$ cat src/rtl/pipe_ctrl_pkg.sv
// Shared encodings for the pipeline-control unit:
// EX operand forwarding selects and writeback source selects.
package pipe_ctrl_pkg;

    typedef enum logic [1:0] {
        FWD_REG = 2'd0,
        FWD_MEM = 2'd1,
        FWD_WB  = 2'd2
    } fwd_sel_e;

    typedef enum logic [1:0] {
        WB_ALU = 2'd0,
        WB_MEM = 2'd1,
        WB_PC  = 2'd2
    } wb_sel_e;

endpackage

$ cat src/rtl/sat_counter.sv
// Saturating up-counter: holds at all-ones instead of wrapping.
module sat_counter #(
    parameter int W = 32
) (
    input  logic         clk,
    input  logic         reset,
    input  logic         inc,
    output logic [W-1:0] count
);

    always_ff @(posedge clk or negedge reset) begin
        if (!reset) begin
            count <= '0;
        end else if (inc && (count != '1)) begin
            count <= count + W'(1);
        end
    end

endmodule

$ cat src/rtl/pipe_ctrl.sv
// Hazard/pipeline control for the 5-stage core: shadow EX/MEM/WB
// state, stall/flush generation, EX forwarding and perf counters.
module pipe_ctrl
    import pipe_ctrl_pkg::*;
#(
    parameter int REG_AW = 5,
    parameter bit FWD_EN = 1'b1,
    parameter int CNT_W  = 32
) (
    input  logic              clk,
    input  logic              reset,
    input  logic              id_valid,
    input  logic [REG_AW-1:0] id_rs1,
    input  logic [REG_AW-1:0] id_rs2,
    input  logic              id_use_rs1,
    input  logic              id_use_rs2,
    input  logic [REG_AW-1:0] id_rd,
    input  logic              id_rf_wen,
    input  logic              id_is_load,
    input  logic              ex_jump,
    input  logic              mem_busy,
    output logic              pc_en,
    output logic              if_id_en,
    output logic              if_id_flush,
    output logic              id_ex_flush,
    output logic              ex_mem_en,
    output logic [1:0]        fwd_a,
    output logic [1:0]        fwd_b,
    output logic [CNT_W-1:0]  stall_cnt,
    output logic [CNT_W-1:0]  flush_cnt
);

    logic              ex_valid, mem_valid, wb_valid;
    logic [REG_AW-1:0] ex_rd, mem_rd, wb_rd;
    logic              ex_wen, mem_wen, wb_wen;
    logic              ex_load, mem_load, wb_load;
    logic [REG_AW-1:0] ex_rs1, ex_rs2;
    logic              ex_use1, ex_use2;

    logic use1, use2;
    logic lu, raw;

    // x0 is hard-wired, so a write to it never creates a dependency
    function automatic logic writes(
        input logic              v,
        input logic              w,
        input logic [REG_AW-1:0] rd,
        input logic [REG_AW-1:0] r
    );
        return v && w && (rd == r) && (r != '0);
    endfunction

    assign use1 = id_valid && id_use_rs1;
    assign use2 = id_valid && id_use_rs2;

    assign lu = ex_load &&
        ((use1 && writes(ex_valid, ex_wen, ex_rd, id_rs1)) ||
         (use2 && writes(ex_valid, ex_wen, ex_rd, id_rs2)));

    // Regfile has no write-through, so WB still counts as a hazard
    assign raw = !FWD_EN && (
        (use1 && (writes(ex_valid,  ex_wen,  ex_rd,  id_rs1) ||
                  writes(mem_valid, mem_wen, mem_rd, id_rs1) ||
                  writes(wb_valid,  wb_wen,  wb_rd,  id_rs1))) ||
        (use2 && (writes(ex_valid,  ex_wen,  ex_rd,  id_rs2) ||
                  writes(mem_valid, mem_wen, mem_rd, id_rs2) ||
                  writes(wb_valid,  wb_wen,  wb_rd,  id_rs2))));

    always_comb begin
        pc_en       = 1'b1;
        if_id_en    = 1'b1;
        ex_mem_en   = 1'b1;
        if_id_flush = 1'b0;
        id_ex_flush = 1'b0;
        if (mem_busy) begin
            pc_en     = 1'b0;
            if_id_en  = 1'b0;
            ex_mem_en = 1'b0;
        end else if (ex_jump) begin
            if_id_flush = 1'b1;
            id_ex_flush = 1'b1;
        end else if (lu || raw) begin
            pc_en       = 1'b0;
            if_id_en    = 1'b0;
            id_ex_flush = 1'b1;
        end
    end

    always_comb begin
        fwd_a = FWD_REG;
        fwd_b = FWD_REG;
        if (FWD_EN && ex_valid) begin
            if (ex_use1 && writes(mem_valid, mem_wen, mem_rd, ex_rs1))
                fwd_a = FWD_MEM;
            else if (ex_use1 && writes(wb_valid, wb_wen, wb_rd, ex_rs1))
                fwd_a = FWD_WB;
            if (ex_use2 && writes(mem_valid, mem_wen, mem_rd, ex_rs2))
                fwd_b = FWD_MEM;
            else if (ex_use2 && writes(wb_valid, wb_wen, wb_rd, ex_rs2))
                fwd_b = FWD_WB;
        end
    end

    always_ff @(posedge clk or negedge reset) begin
        if (!reset) begin
            ex_valid  <= 1'b0;
            mem_valid <= 1'b0;
            wb_valid  <= 1'b0;
            ex_rd     <= '0;
            mem_rd    <= '0;
            wb_rd     <= '0;
            ex_wen    <= 1'b0;
            mem_wen   <= 1'b0;
            wb_wen    <= 1'b0;
            ex_load   <= 1'b0;
            mem_load  <= 1'b0;
            wb_load   <= 1'b0;
            ex_rs1    <= '0;
            ex_rs2    <= '0;
            ex_use1   <= 1'b0;
            ex_use2   <= 1'b0;
        end else if (!mem_busy) begin
            wb_valid  <= mem_valid;
            wb_rd     <= mem_rd;
            wb_wen    <= mem_wen;
            wb_load   <= mem_load;
            mem_valid <= ex_valid;
            mem_rd    <= ex_rd;
            mem_wen   <= ex_wen;
            mem_load  <= ex_load;
            ex_valid  <= id_valid && !id_ex_flush;
            ex_rd     <= id_rd;
            ex_wen    <= id_rf_wen;
            ex_load   <= id_is_load;
            ex_rs1    <= id_rs1;
            ex_rs2    <= id_rs2;
            ex_use1   <= id_use_rs1;
            ex_use2   <= id_use_rs2;
        end
    end

    sat_counter #(.W(CNT_W)) u_stall_cnt (
        .clk   (clk),
        .reset (reset),
        .inc   (!pc_en),
        .count (stall_cnt)
    );

    sat_counter #(.W(CNT_W)) u_flush_cnt (
        .clk   (clk),
        .reset (reset),
        .inc   (ex_jump && !mem_busy),
        .count (flush_cnt)
    );

endmodule

$ cat config.mk
export PLATFORM = sky130hd
export DESIGN_NAME = pipe_ctrl
export DESIGN_NICKNAME = d
export VERILOG_FILES = /design/src/rtl/pipe_ctrl_pkg.sv /design/src/rtl/sat_counter.sv /design/src/rtl/pipe_ctrl.sv
export SDC_FILE = /design/constraint.sdc
export NUM_CORES = 1
export LEC_CHECK = 0
export CORE_ASPECT_RATIO = 1.2
export CORE_MARGIN = 4
export CORE_UTILIZATION = 53
export CTS_BUF_LIST = sky130_fd_sc_hd__clkbuf_4 sky130_fd_sc_hd__clkbuf_8
export DETAILED_ROUTE_END_ITERATION = 10
export PLACE_DENSITY_LB_ADDON = 0.15
export SYNTH_ARGS = -nofsm -noshare
export SYNTH_HDL_FRONTEND = slang
export SYNTH_SLANG_ARGS = --single-unit
$ cat constraint.sdc
create_clock -name clk -period 2.65 [get_ports clk]
set_input_delay 0.265 -clock clk [delete_from_list [all_inputs] [get_ports clk]]
set_output_delay 0.265 -clock clk [all_outputs]
set_load 0.005 [all_outputs]
==> impl_metrics.env, run 1 <==
export IMPL_initial_core_util=0.544
export IMPL_final_nets=540
export IMPL_dp_hpwl_um=7510
export IMPL_critical_path_endpoint_type="output port"
export IMPL_grt_pass1_vias=3633
export IMPL_synth_seq_cells=98
export IMPL_p_switching_mw=0.962
export IMPL_path_class="in2out"
export IMPL_antennaDiodeCount=0
export IMPL_postRouteAntennaNets=0
export IMPL_place_congestion=0.897
export IMPL_setup_viol_count_final=0
export IMPL_power_density_nw_per_um2=590
export IMPL_fin_ws_ns=0.0691
export IMPL_syn_area_per_cell_um2=11.6
export IMPL_p_sw_frac=0.267
export IMPL_numPortBuffers=96
export IMPL_period_minus_slack_ns=2.58
export IMPL_synth_cell_area_um2=4680
export IMPL_drive_above_1_share=0.148
export IMPL_fin_crit_sh=0.974
export IMPL_routed_wl_um=10500
export IMPL_intPower_mw=2.65
export IMPL_skew_ns=0.00908
export IMPL_synth_ff_type="dfrtp_1"
export IMPL_ios=97
export IMPL_ys_seq_area_frac=0.524
export IMPL_cts_made_buffers=9
export IMPL_grt_max_degree=52
export IMPL_rsz0062_at_grt="true"
export IMPL_cap_violations=0
export IMPL_rows=37
export IMPL_p_leak_nw=2.56
export IMPL_synth_async_reset_ratio=1.00
export IMPL_drt_iter0_markers=143
export IMPL_fp_dieH_um=111
export IMPL_overflow=0
export IMPL_finalPower_mw=3.61
export IMPL_yosysMostFrequentCell="dfrtp_1"
export IMPL_slew_headroom=0.582
export IMPL_drtPass1Iterations=4
export IMPL_crit_required_ns=2.38
export IMPL_yosys_top_cells_count="dfrtp_1, xnor2_1, mux2_2, nand2_1, nand4_1"
export IMPL_cts_htree_levels=3
export IMPL_syn_nets=430
export IMPL_synthTopCellsByArea="dfrtp_1, xnor2_1, mux2_2"
export IMPL_synthCells=404
export IMPL_core_area_um2=8610
export IMPL_status="finished clean"
export IMPL_stdcell_count=636
export IMPL_ir_drop_uv=495
export IMPL_r2r_slack_ns=0.39
export IMPL_drv_slew=0
export IMPL_grt_usage=0.216
export IMPL_start_kind="input pin"
export IMPL_num_vias=3520
export IMPL_finalSetupTns_ns=0
export IMPL_tritoncts="done"
export IMPL_dp_slack_ns=-0.118
export IMPL_worstHoldPathType="in2reg"
export IMPL_max_freq_ghz=0.387
export IMPL_clkPwrFrac=0.296
export IMPL_yosys_area_top_type_share=0.524
export IMPL_via_per_inst=5.53
export IMPL_grt_antenna_before_repair=0
export IMPL_clock_path_buffers=2
export IMPL_area_delta_synth_final_pct=30.7
export IMPL_seqPwrFrac=0.519
export IMPL_ys_warn_count=0
export IMPL_dieArea_um2=10400
export IMPL_cts_sinks=98
export IMPL_fp_dieW_um=93.8
export IMPL_crit_fanout=3
export IMPL_worstSkewPairLatency_ns=0.36
export IMPL_path_clk_slew_ns=0.09
export IMPL_arrival_ns=2.32
export IMPL_comb_power_share=0.186
export IMPL_finalHoldViolCount=0
export IMPL_synth_edf_count=0
export IMPL_drc_errors=0
export IMPL_synth_largest_area_cell="dfrtp_1"
export IMPL_dp_cells=617
export IMPL_grt_pass1_wl_um=18100
export IMPL_worst_slew_pin_slew_ns=0.626
export IMPL_post_drt_wl_per_cell_um=16.5
export IMPL_synth_distinct_cells=38
export IMPL_clock_root_buffer="clkbuf_8"
-- kinds of logic (layout without fill, tap and decap cells) --
logic type / Yosys count / in the layout / share of synthesized area
DFF: 98 / 98 / 0.524
AOI/OAI and AO/OA: 17 / 17 / 0.0238
xor gates and xnor gates: 87 / 87 / 0.163
buffers and inverters: 12 / 127 / 0.0126
adders and majority gates: 2 / 2 / 0.00534
and+or+nand+nor: 154 / 154 / 0.190
muxes: 34 / 34 / 0.0825
-- registers in the layout (all words and copies together) (netlist names), 5 cells and up --
signal	count
ex_rs2	5
u_stall_cnt.count	32
wb_rd	5
u_flush_cnt.count	32
ex_rd	5
ex_rs1	5
mem_rd	5
-- cells in the final DEF, fill, tap and decap left out, types with 3 or more instances in the layout --
cell / count
nor4_2: 3
xnor2_1: 63
clkbuf_8: 10
and4_1: 7
clkdlybuf4s50_1: 90
nand2_1: 31
and2_1: 9
nand3_1: 20
xor2_1: 24
and3_1: 12
buf_4: 9
nand4_1: 29
nor4_1: 7
or4_1: 5
mux2_2: 33
o21ai_1: 3
nor2_1: 11
nor3_1: 4
nand2b_1: 3
dlygate4sd2_1: 3
inv_1: 4
dfrtp_1: 98
-- worst max-delay path, stage by stage --
cell and delay, ns:
clkdlybuf4s50_1 0.45, or4_4 0.55, a21oi_2 0.21, nor4_4 0.08, o21ai_1 0.21, a21oi_2 0.10
clkdlybuf4s50_1 0.46
-- metrics by stage --
step / hold slack (ns) / instance area [um^2] / util
after floorplan: -0.0306 / 4680 / -
after global placement: 0.316 / 5830 / 0.677
after detailed placement: 0.324 / 5830 / 0.677
after CTS: 0.218 / 6100 / 0.709
after global routing: 0.221 / 6120 / 0.711
final: 0.238 / 6120 / 0.711
-- worst paths after layout --
check	startpoint	end	cells after the start
setup / recovery	id_rs1[0]	id_ex_flush	7
hold / removal	mem_busy	ex_load$_DFFE_PN0N_	2
setup reg to reg	ex_rd[1]$_DFFE_PN0N_	u_stall_cnt.count[5]$_DFFE_PN0P_	8
hold reg to reg	u_stall_cnt.count[15]$_DFFE_PN0P_	u_stall_cnt.count[15]$_DFFE_PN0P_	1
max in group asynchronous	reset	u_stall_cnt.count[23]$_DFFE_PN0P_	3
min in group asynchronous	reset	u_flush_cnt.count[12]$_DFFE_PN0P_	2
-- per-layer routing --
layer  part of all wire  routed length [um]  up-vias  track usage
li1                   -                   -     1660            -
met1               0.44                4620     1752        0.294
met2               0.50                5240       92        0.342
met3              0.043                 456       16       0.0441
met4              0.018                 185        0       0.0751
met5                  0                   0        -            0
-- power by group through the flow --
stage | registers, mW | clock network (mW) | logic [mW]
final | 1.87 | 1.07 | 0.671
after global placement | 1.90 | 0 | 0.643
after global routing | 1.91 | 1.16 | 0.742
after floorplan | 1.85 | 0 | 0.321
after detailed placement | 1.90 | 0 | 0.662
after CTS | 1.87 | 1.09 | 0.677
-- what timing repair did --
action,4_1_cts,5_1_grt
gates resized for setup,12,5
endpoints found under the setup margin,5,4
endpoints found under the hold margin,47,0
buffers inserted,2,0
pin swaps,2,2
gates cloned,0,0
hold buffers,1,0
-- cell type report --
class / instances / area [um^2]
tap: 117 / 146
fill: 678 / 2490
timing repair buffer: 107 / 1060
clock inverter: 5 / 77.6
inverter: 4 / 15.0
multi-input combinational: 294 / 2230
clock buffer: 11 / 145
sequential: 98 / 2450
(Power assumes the default switching activity.)
==> run 2, diff against run 1 <==
- ABC_CLOCK_PERIOD_IN_PS: not set -> 2650
==> results of run 2 <==
The final DEF is identical to that of run 1; final timing and power are the same.
